==> config.mk <==
export PLATFORM = sky130hd
export DESIGN_NAME = wb_regfile
export DESIGN_NICKNAME = d
export VERILOG_FILES = /design/src/rtl/y86_pkg.sv /design/src/rtl/wb_read_port.sv /design/src/rtl/wb_regfile.sv
export SDC_FILE = /design/constraint.sdc
export NUM_CORES = 2
export LEC_CHECK = 0
export CAP_MARGIN = 10
export CORE_MARGIN = 5
export CORE_UTILIZATION = 55
export DETAILED_ROUTE_END_ITERATION = 8
export PLACE_DENSITY_LB_ADDON = 0.1
export SLEW_MARGIN = 20
export SYNTH_ARGS = -nofsm -noshare
export SYNTH_HDL_FRONTEND = slang
export SYNTH_SLANG_ARGS = --single-unit
==> constraint.sdc <==
create_clock -name clk -period 2.95 [get_ports clk]
set_clock_uncertainty 0.1 [all_clocks]
set_input_delay 0.59 -clock clk [delete_from_list [all_inputs] [get_ports clk]]
set_output_delay 0.59 -clock clk [all_outputs]
set_load 0.05 [all_outputs]
==> src/rtl/y86_pkg.sv <==
// Shared Y86-64 definitions for the write-back register file: status codes,
// instruction codes, the "no register" ID and the write-back run/halt states.
package y86_pkg;

    typedef enum logic [1:0] {
        STAT_AOK = 2'd0,
        STAT_HLT = 2'd1,
        STAT_ADR = 2'd2,
        STAT_INS = 2'd3
    } stat_e;

    typedef enum logic {
        ST_RUN    = 1'b0,
        ST_HALTED = 1'b1
    } wb_state_e;

    localparam logic [3:0] ICODE_HALT   = 4'd0;
    localparam logic [3:0] ICODE_NOP    = 4'd1;
    localparam logic [3:0] ICODE_RRMOVQ = 4'd2;
    localparam logic [3:0] ICODE_IRMOVQ = 4'd3;
    localparam logic [3:0] ICODE_RMMOVQ = 4'd4;
    localparam logic [3:0] ICODE_MRMOVQ = 4'd5;
    localparam logic [3:0] ICODE_OPQ    = 4'd6;
    localparam logic [3:0] ICODE_JXX    = 4'd7;
    localparam logic [3:0] ICODE_CALL   = 4'd8;
    localparam logic [3:0] ICODE_RET    = 4'd9;
    localparam logic [3:0] ICODE_PUSHQ  = 4'd10;
    localparam logic [3:0] ICODE_POPQ   = 4'd11;

    localparam logic [3:0] RNONE = 4'hF;

endpackage

==> src/rtl/wb_read_port.sv <==
// One decode read port: range-checked register select, returning zero for
// RNONE/out-of-range IDs; WB_BYPASS_EN adds a same-cycle write-back forward.
module wb_read_port
    import y86_pkg::*;
#(
    parameter int         DATA_W = 64,
    parameter int         NREGS  = 15,
    parameter logic [3:0] RNONE  = y86_pkg::RNONE
) (
    output logic [DATA_W-1:0] rdata_o,
    input  logic [3:0]        src_i,
`ifdef WB_BYPASS_EN
    input  logic              weE_i,
    input  logic [3:0]        dstE_i,
    input  logic [DATA_W-1:0] valE_i,
    input  logic              weM_i,
    input  logic [3:0]        dstM_i,
    input  logic [DATA_W-1:0] valM_i,
`endif
    input  logic [DATA_W-1:0] regs_i [NREGS]
);

    logic srcValid;

    assign srcValid = (src_i != RNONE) && (int'(src_i) < NREGS);

    // Forwarding checks M before E so a pop into %rsp reads the popped value.
    always_comb begin
        rdata_o = '0;
        if (srcValid) begin
            rdata_o = regs_i[src_i];
`ifdef WB_BYPASS_EN
            if (weM_i && (dstM_i == src_i)) begin
                rdata_o = valM_i;
            end else if (weE_i && (dstE_i == src_i)) begin
                rdata_o = valE_i;
            end
`endif
        end
    end

endmodule

==> src/rtl/wb_regfile.sv <==
// Y86-64 write-back register file with halt latching and retire counter.
// Define WB_BYPASS_EN to forward same-cycle writes onto the decode read ports.
module wb_regfile
    import y86_pkg::*;
#(
    parameter int         DATA_W = 64,
    parameter int         NREGS  = 15,
    parameter logic [3:0] RNONE  = y86_pkg::RNONE
) (
    input  logic              clk,
    input  logic              rst_n,
    input  logic [1:0]        W_stat,
    input  logic [3:0]        W_icode,
    input  logic [DATA_W-1:0] W_valE,
    input  logic [DATA_W-1:0] W_valM,
    input  logic [3:0]        W_dstE,
    input  logic [3:0]        W_dstM,
    input  logic [3:0]        d_srcA,
    input  logic [3:0]        d_srcB,
    output logic [DATA_W-1:0] d_rvalA,
    output logic [DATA_W-1:0] d_rvalB,
    output logic              halted,
    output logic [1:0]        final_stat,
    output logic [31:0]       retired
);

    wb_state_e         state_q, state_d;
    stat_e             finalStat_q, finalStat_d;
    logic [31:0]       retired_q, retired_d;
    logic [DATA_W-1:0] regs_q [NREGS];
    logic [DATA_W-1:0] regs_d [NREGS];
    logic              runEn, aokEn, weE, weM;

    always_ff @(posedge clk or negedge rst_n) begin
        if (!rst_n) begin
            state_q <= ST_RUN;
        end else begin
            state_q <= state_d;
        end
    end

    always_comb begin
        state_d = state_q;
        if ((state_q == ST_RUN) && (W_stat != STAT_AOK)) begin
            state_d = ST_HALTED;
        end
    end

    always_comb begin
        runEn  = (state_q == ST_RUN);
        halted = (state_q == ST_HALTED);
    end

    // A non-AOK status blocks writes on the halting edge itself, not just afterwards.
    assign aokEn = runEn && (W_stat == STAT_AOK);
    assign weE   = aokEn && (W_dstE != RNONE) && (int'(W_dstE) < NREGS);
    assign weM   = aokEn && (W_dstM != RNONE) && (int'(W_dstM) < NREGS);

    always_comb begin
        regs_d      = regs_q;
        finalStat_d = finalStat_q;
        retired_d   = retired_q;
        if (weE) begin
            regs_d[W_dstE] = W_valE;
        end
        if (weM) begin
            regs_d[W_dstM] = W_valM;
        end
        if (runEn && (W_stat != STAT_AOK)) begin
            finalStat_d = stat_e'(W_stat);
        end
        if (aokEn && (W_icode != ICODE_NOP)) begin
            retired_d = retired_q + 32'd1;
        end
    end

    always_ff @(posedge clk or negedge rst_n) begin
        if (!rst_n) begin
            for (int i = 0; i < NREGS; i++) begin
                regs_q[i] <= '0;
            end
            finalStat_q <= STAT_AOK;
            retired_q   <= '0;
        end else begin
            regs_q      <= regs_d;
            finalStat_q <= finalStat_d;
            retired_q   <= retired_d;
        end
    end

    assign final_stat = finalStat_q;
    assign retired    = retired_q;

    wb_read_port #(.DATA_W(DATA_W), .NREGS(NREGS), .RNONE(RNONE)) uReadA (
        .rdata_o (d_rvalA),
        .src_i   (d_srcA),
`ifdef WB_BYPASS_EN
        .weE_i   (weE),
        .dstE_i  (W_dstE),
        .valE_i  (W_valE),
        .weM_i   (weM),
        .dstM_i  (W_dstM),
        .valM_i  (W_valM),
`endif
        .regs_i  (regs_q)
    );

    wb_read_port #(.DATA_W(DATA_W), .NREGS(NREGS), .RNONE(RNONE)) uReadB (
        .rdata_o (d_rvalB),
        .src_i   (d_srcB),
`ifdef WB_BYPASS_EN
        .weE_i   (weE),
        .dstE_i  (W_dstE),
        .valE_i  (W_valE),
        .weM_i   (weM),
        .dstM_i  (W_dstM),
        .valM_i  (W_valM),
`endif
        .regs_i  (regs_q)
    );

endmodule

# Word-level counts from Yosys, hierarchy flattened
# Index checks and enable logic that the tools add are counted.
[word_totals]
reg_bits = 995
input_bits = 152
output_inout_bits = 163
word_cells = 68
[classes]
n_addsub = 1
order_cmp = 10
n_eq_ne = 5
muxes = 16
bitwise = 5
reduce_logical = 13
[ops]
columns = ["operator", "count"]
rows = [
  ["960-bit bitwise mux", 2],
  ["960-bit two-way mux", 2],
  ["64-bit binary-select mux with 4-bit select", 2],
  ["64-bit demux with 4-bit select", 2],
  ["64-bit two-way mux", 8],
  ["32-bit by 1-bit adder with 32-bit output (second input constant)", 1],
  ["5-bit greater-or-equal comparator (second input constant)", 4],
  ["4-bit NOT with 5-bit output", 4],
  ["4-bit < comparator (second input constant)", 4],
  ["4-bit inequality test (second input constant)", 4],
  ["1-bit logical AND", 11],
  ["5-bit by 1-bit < comparator with 1-bit output (second input constant)", 2],
  ["4-bit by 1-bit inequality test with 1-bit output (second input constant)", 1],
  ["2-bit logical NOT", 1],
  ["2-bit nonzero test", 1],
  ["1-bit NOT", 1],
]

# Depth between registers and ports, before layout
[logic_depth]
word_depth = 9
ltp_mapped = 9
ltp_nobuf = 5

# Hierarchy
# From an unflattened synthesis, not the netlist that was laid out.
[hier_totals]
cells_unflattened = 6680
area_unflattened_um2 = 62088.3
[by_module_without_submodules]
columns = ["module", "n_inst", "cells_each", "area_per_inst_um2", "seq_area_each_um2"]
rows = [
  ["wb_regfile", 1, 5340, 45389.8, 24898.9],
  ["wb_read_port", 2, 670, 8349.3, 0.0],
]

# Worst setup path before layout
# No wires, ideal clock.
[synth_timing]
path_type = "input port to output port"
start = "in d_srcB[0]"
end = "out d_rvalB[43]"
t_arrival_ps = 2665
t_required_ps = 2260
slack_ps = -405
path_stages = 8
n_path_buf = 5
cell_sequence = "buf_2 buf_2 buf_2 or2_2 buf_2 buf_1 o221ai_1 a21oi_1"
[synth_via]
elab_chain_cells = 5
word_cells_on_any_way = 8
classes_between = "1 x order compare; 1 x eq/ne; 4 x mux; 1 x bitwise; 1 x reduce/logical"
[synth_rtl]
columns = ["item", "line_no", "source"]
rows = [
  ["from (decl)", "wb_regfile.sv:19", "input logic [3:0] d_srcB,"],
  ["4-bit NOT with 5-bit output (implied by the code)", "wb_read_port.sv:31", "rdata_o = regs_i[src_i];"],
  ["64-bit binary-select mux with 4-bit select", "wb_read_port.sv:31", ""],
  ["64-bit two-way mux (implied by the code) (2 in a row)", "wb_read_port.sv:31", ""],
  ["64-bit two-way mux *", "wb_read_port.sv:30", "if (srcValid) begin"],
  ["to (decl)", "wb_regfile.sv:21", "output logic [DATA_W-1:0] d_rvalB,"],
]
# Every way passes the cells marked *; elsewhere a longest branch is shown, timed or not. The select of a mux whose other input is x is not followed.

# Worst setup path after layout
[layout_timing]
start = "in d_srcA[0]"
end = "out d_rvalA[2]"
[layout_via]
elab_chain_cells = 5
word_cells_on_any_way = 8
classes_between = "1 x order compare; 1 x eq/ne; 4 x mux; 1 x bitwise; 1 x reduce/logical"
[layout_rtl]
columns = ["item", "line_no", "source"]
rows = [
  ["from (decl)", "wb_regfile.sv:18", "input logic [3:0] d_srcA,"],
  ["4-bit NOT with 5-bit output (implied by the code)", "wb_read_port.sv:31", ""],
  ["64-bit binary-select mux with 4-bit select", "wb_read_port.sv:31", ""],
  ["64-bit two-way mux (implied by the code) (2 in a row)", "wb_read_port.sv:31", ""],
  ["64-bit two-way mux *", "wb_read_port.sv:30", ""],
  ["to (decl)", "wb_regfile.sv:20", "output logic [DATA_W-1:0] d_rvalA,"],
]
# Marked as above.

==> run metrics <==
outcome=finished, violations left; failing checks=negative setup slack; die height=345 um; area of the multi-input gates=0.0362 mm2; CTS max path bufs=3; CTS Buf Count=112; crit-path cells=buf_12 -> buf_12 -> buf_12 -> buf_12 -> mux4_2 -> nor2b_4 -> a211oi_2 -> buf_4 -> a21oi_2 -> buf_12; Layout area overhead=27.2%; syn_area_per_cell=10.2 um2; max cap viols=0; internal power=24400 uW; async set-reset flop share out of synthesis=1.00; Final Hold Viols=0; initial core utilization=0.556; Pwr per Cell Area=430 mW/mm2; synth warn=0; total clock sinks=995; sequential area share after synthesis=0.404; largest net degree at the start of global routing=109; Slew HR=0.414; flops & latches, synth=995; Final Max Tran Viols=0; worst setup path class=in -> out; Via density=6.59; Tcrit/Tclk final=1.04; Max IR drop VDD=0.500 mV; nets=6649; fraction of layout cells with a size suffix above 1=0.255; Critical Path Slowest Stage Cell=mux4_2; crit path buf inv count=6; syn nets=6212; r2r endpoint=regs_q[560]; Avg WL per Cell=27.9 um; switching pwr=9290 uW; vias in the first global route=52900; DRT Pass-1 Iters=8; initial antenna violation count=13; R2R cell count=7; worst r2r src=halted; HPWL Detailed=143 mm; Die X=345 um; crit-path leading delay family=buffers and inverters; final setup violation count=74; sequential cell area=0.0249 mm2; Setup crit start=d_srcA[0]; layout filler cell count=8043; clock share of power=0.428; Clock Latency Late Sink=0.73 ns; post-layout worst setup margin=-0.117 ns; Remaining DRCs=0; Finished Core Util=0.707; die area=0.119 mm2; global-route wire length before repair=337 mm; CP most frequent cell=buf_12; overall global routing resource usage=0.371; RSZ-0062 raised after global routing=yes; Mapped Area=0.0617 mm2; Final ANT Viol Nets=0; Setup crit end kind=output port; grt ovf=0; switching share of power=0.276; H-tree depth=3; delay of the slowest critical-path stage=0.51 ns; WP data required=2.26 ns; Netlist cell types=45; CP arrival=2.38 ns; LEAKAGE=0.0375 uW; DRT iter0 DRCs=6024; Tot Pwr=33700 uW; total number of vias=53300; Placement Rows=122; Crit Path Max Fanout=8; flop2flop setup slack=0.61 ns; Core Area=0.111 mm2; clock root cell=clkbuf_16; Buffers on Ports=314; Post-Synthesis Cells=6059; final setup TNS=-2.84 ns; worst slew pin tran=0.877 ns; Post-synth EDFFs=0; RePlAce Congestion=0.870; Flop pwr share=0.419; Achievable Freq=326 MHz; type of origin of the critical path=primary input; I/O Pins=315; combinational share of power=0.152; Tmin final=3.07 ns; Worst-path clk slew=0.06 ns; post-place instance area=0.0726 mm2; CTS tree=built; total wire length=226 mm; ys flop type=dfrtp_1; final instance area=0.0784 mm2; worst min-delay path class=in -> async
-- synthesized netlist by cell type (all sizes together), types with 20 or more instances --
cell	n	area, um2
nor2	455	1710
o21ai	513	2570
nand2	526	1970
o221ai	64	561
o22ai	63	394
nand4	25	156
mux2	128	1440
a22oi	64	480
mux2i	1210	12100
nor2b	199	1240
a221oi	63	552
clkbuf	401	1530
nand3	20	100
a21oi	576	2880
mux4	257	5790
xnor2	20	175
a211oi	128	961
dfrtp	995	24900
buf	275	1510
-- power by group through the flow --
stage               Combinational [uW]  Sequential (uW)  Clock, uW
floorplan                         2380            14300          0
global placement                  4700            14300          0
detailed placement                4750            14400          0
CTS                               5010            14100      14500
global route                      5350            14100      15100
finish                            5130            14100      14400
-- cell usage in the layout, fill, tap and decap left out, drive strengths merged, types with 20 or more instances in the layout --
| cell type | count |
|---|---|
| nor2b | 199 |
| o221ai | 64 |
| clkinv | 22 |
| a221oi | 63 |
| o22ai | 63 |
| nand4 | 25 |
| clkbuf | 170 |
| a22oi | 64 |
| nor2 | 455 |
| a21oi | 576 |
| nand2 | 526 |
| mux2i | 1210 |
| clkdlybuf4s50 | 177 |
| mux4 | 257 |
| nand3 | 20 |
| xnor2 | 20 |
| o21ai | 513 |
| mux2 | 128 |
| a211oi | 128 |
| buf | 817 |
| dfrtp | 995 |
-- worst max-delay path by stage --
stage / end / slack [ns] / depth (start not counted)
4_1_cts: d_rvalA[21] / -0.1 / 6
5_1_grt: d_rvalA[25] / -0.16 / 6
3_3_place_gp: d_rvalB[9] / -0.36 / 8
3_5_place_dp: d_rvalB[9] / -0.36 / 8
2_1_floorplan: d_rvalB[43] / -0.06 / 9
6_report: d_rvalA[2] / -0.12 / 10
-- layout make-up --
class / count / share of cell area
multi-input combinational: 4385 / 0.461
inverter: 3 / 0.000144
clock inverter: 35 / 0.00600
antenna: 10 / 0.000319
timing repair buffer: 999 / 0.150
sequential: 995 / 0.317
clock buffer: 168 / 0.0415
tap: 1488 / 0.0237
-- state kept, by name, summed over array words and instances (netlist names) --
name and count:
final_stat 2, halted 1, regs_q 960, retired 32
-- through the flow --
stage          setup WS (ns)  std cells  hold WS (ns)
2_1_floorplan        -0.0601       6059         0.194
3_5_place_dp          -0.364       7804         0.364
3_3_place_gp          -0.362       7804         0.358
6_report              -0.117       8083         0.344
5_1_grt               -0.156       8079         0.354
4_1_cts              -0.0986       8049         0.324
-- repair_timing --
| action | 4_1_cts | 5_1_grt |
|---|---|---|
| gates resized for setup | 201 | 99 |
| setup buffers | 31 | 23 |
| endpoints found under the setup margin | 128 | 128 |
| hold buffers | 1 | 0 |
| hold endpoints to repair | 29 | 0 |
| gates cloned | 10 | 1 |
| pin swaps | 119 | 21 |
-- logic make-up after synthesis --
group,count (synthesis),share of synthesized area
flops,995,0.404
buf+inv,679,0.0495
compound gates,1477,0.137
simple gates,1281,0.0914
xor+xnor,31,0.00440
fa+ha+maj,1,0.000203
mux,1595,0.314
-- per-layer routing --
metal / vias to the layer above / routed length [um] / GRT usage
met4: 8 / 11000 / 0.164
met5: - / 43 / 0
met2: 3009 / 103000 / 0.574
met1: 26600 / 91400 / 0.512
met3: 693 / 20600 / 0.0742
li1: 23000 / - / -
Power figures use the tool's default switching activity.
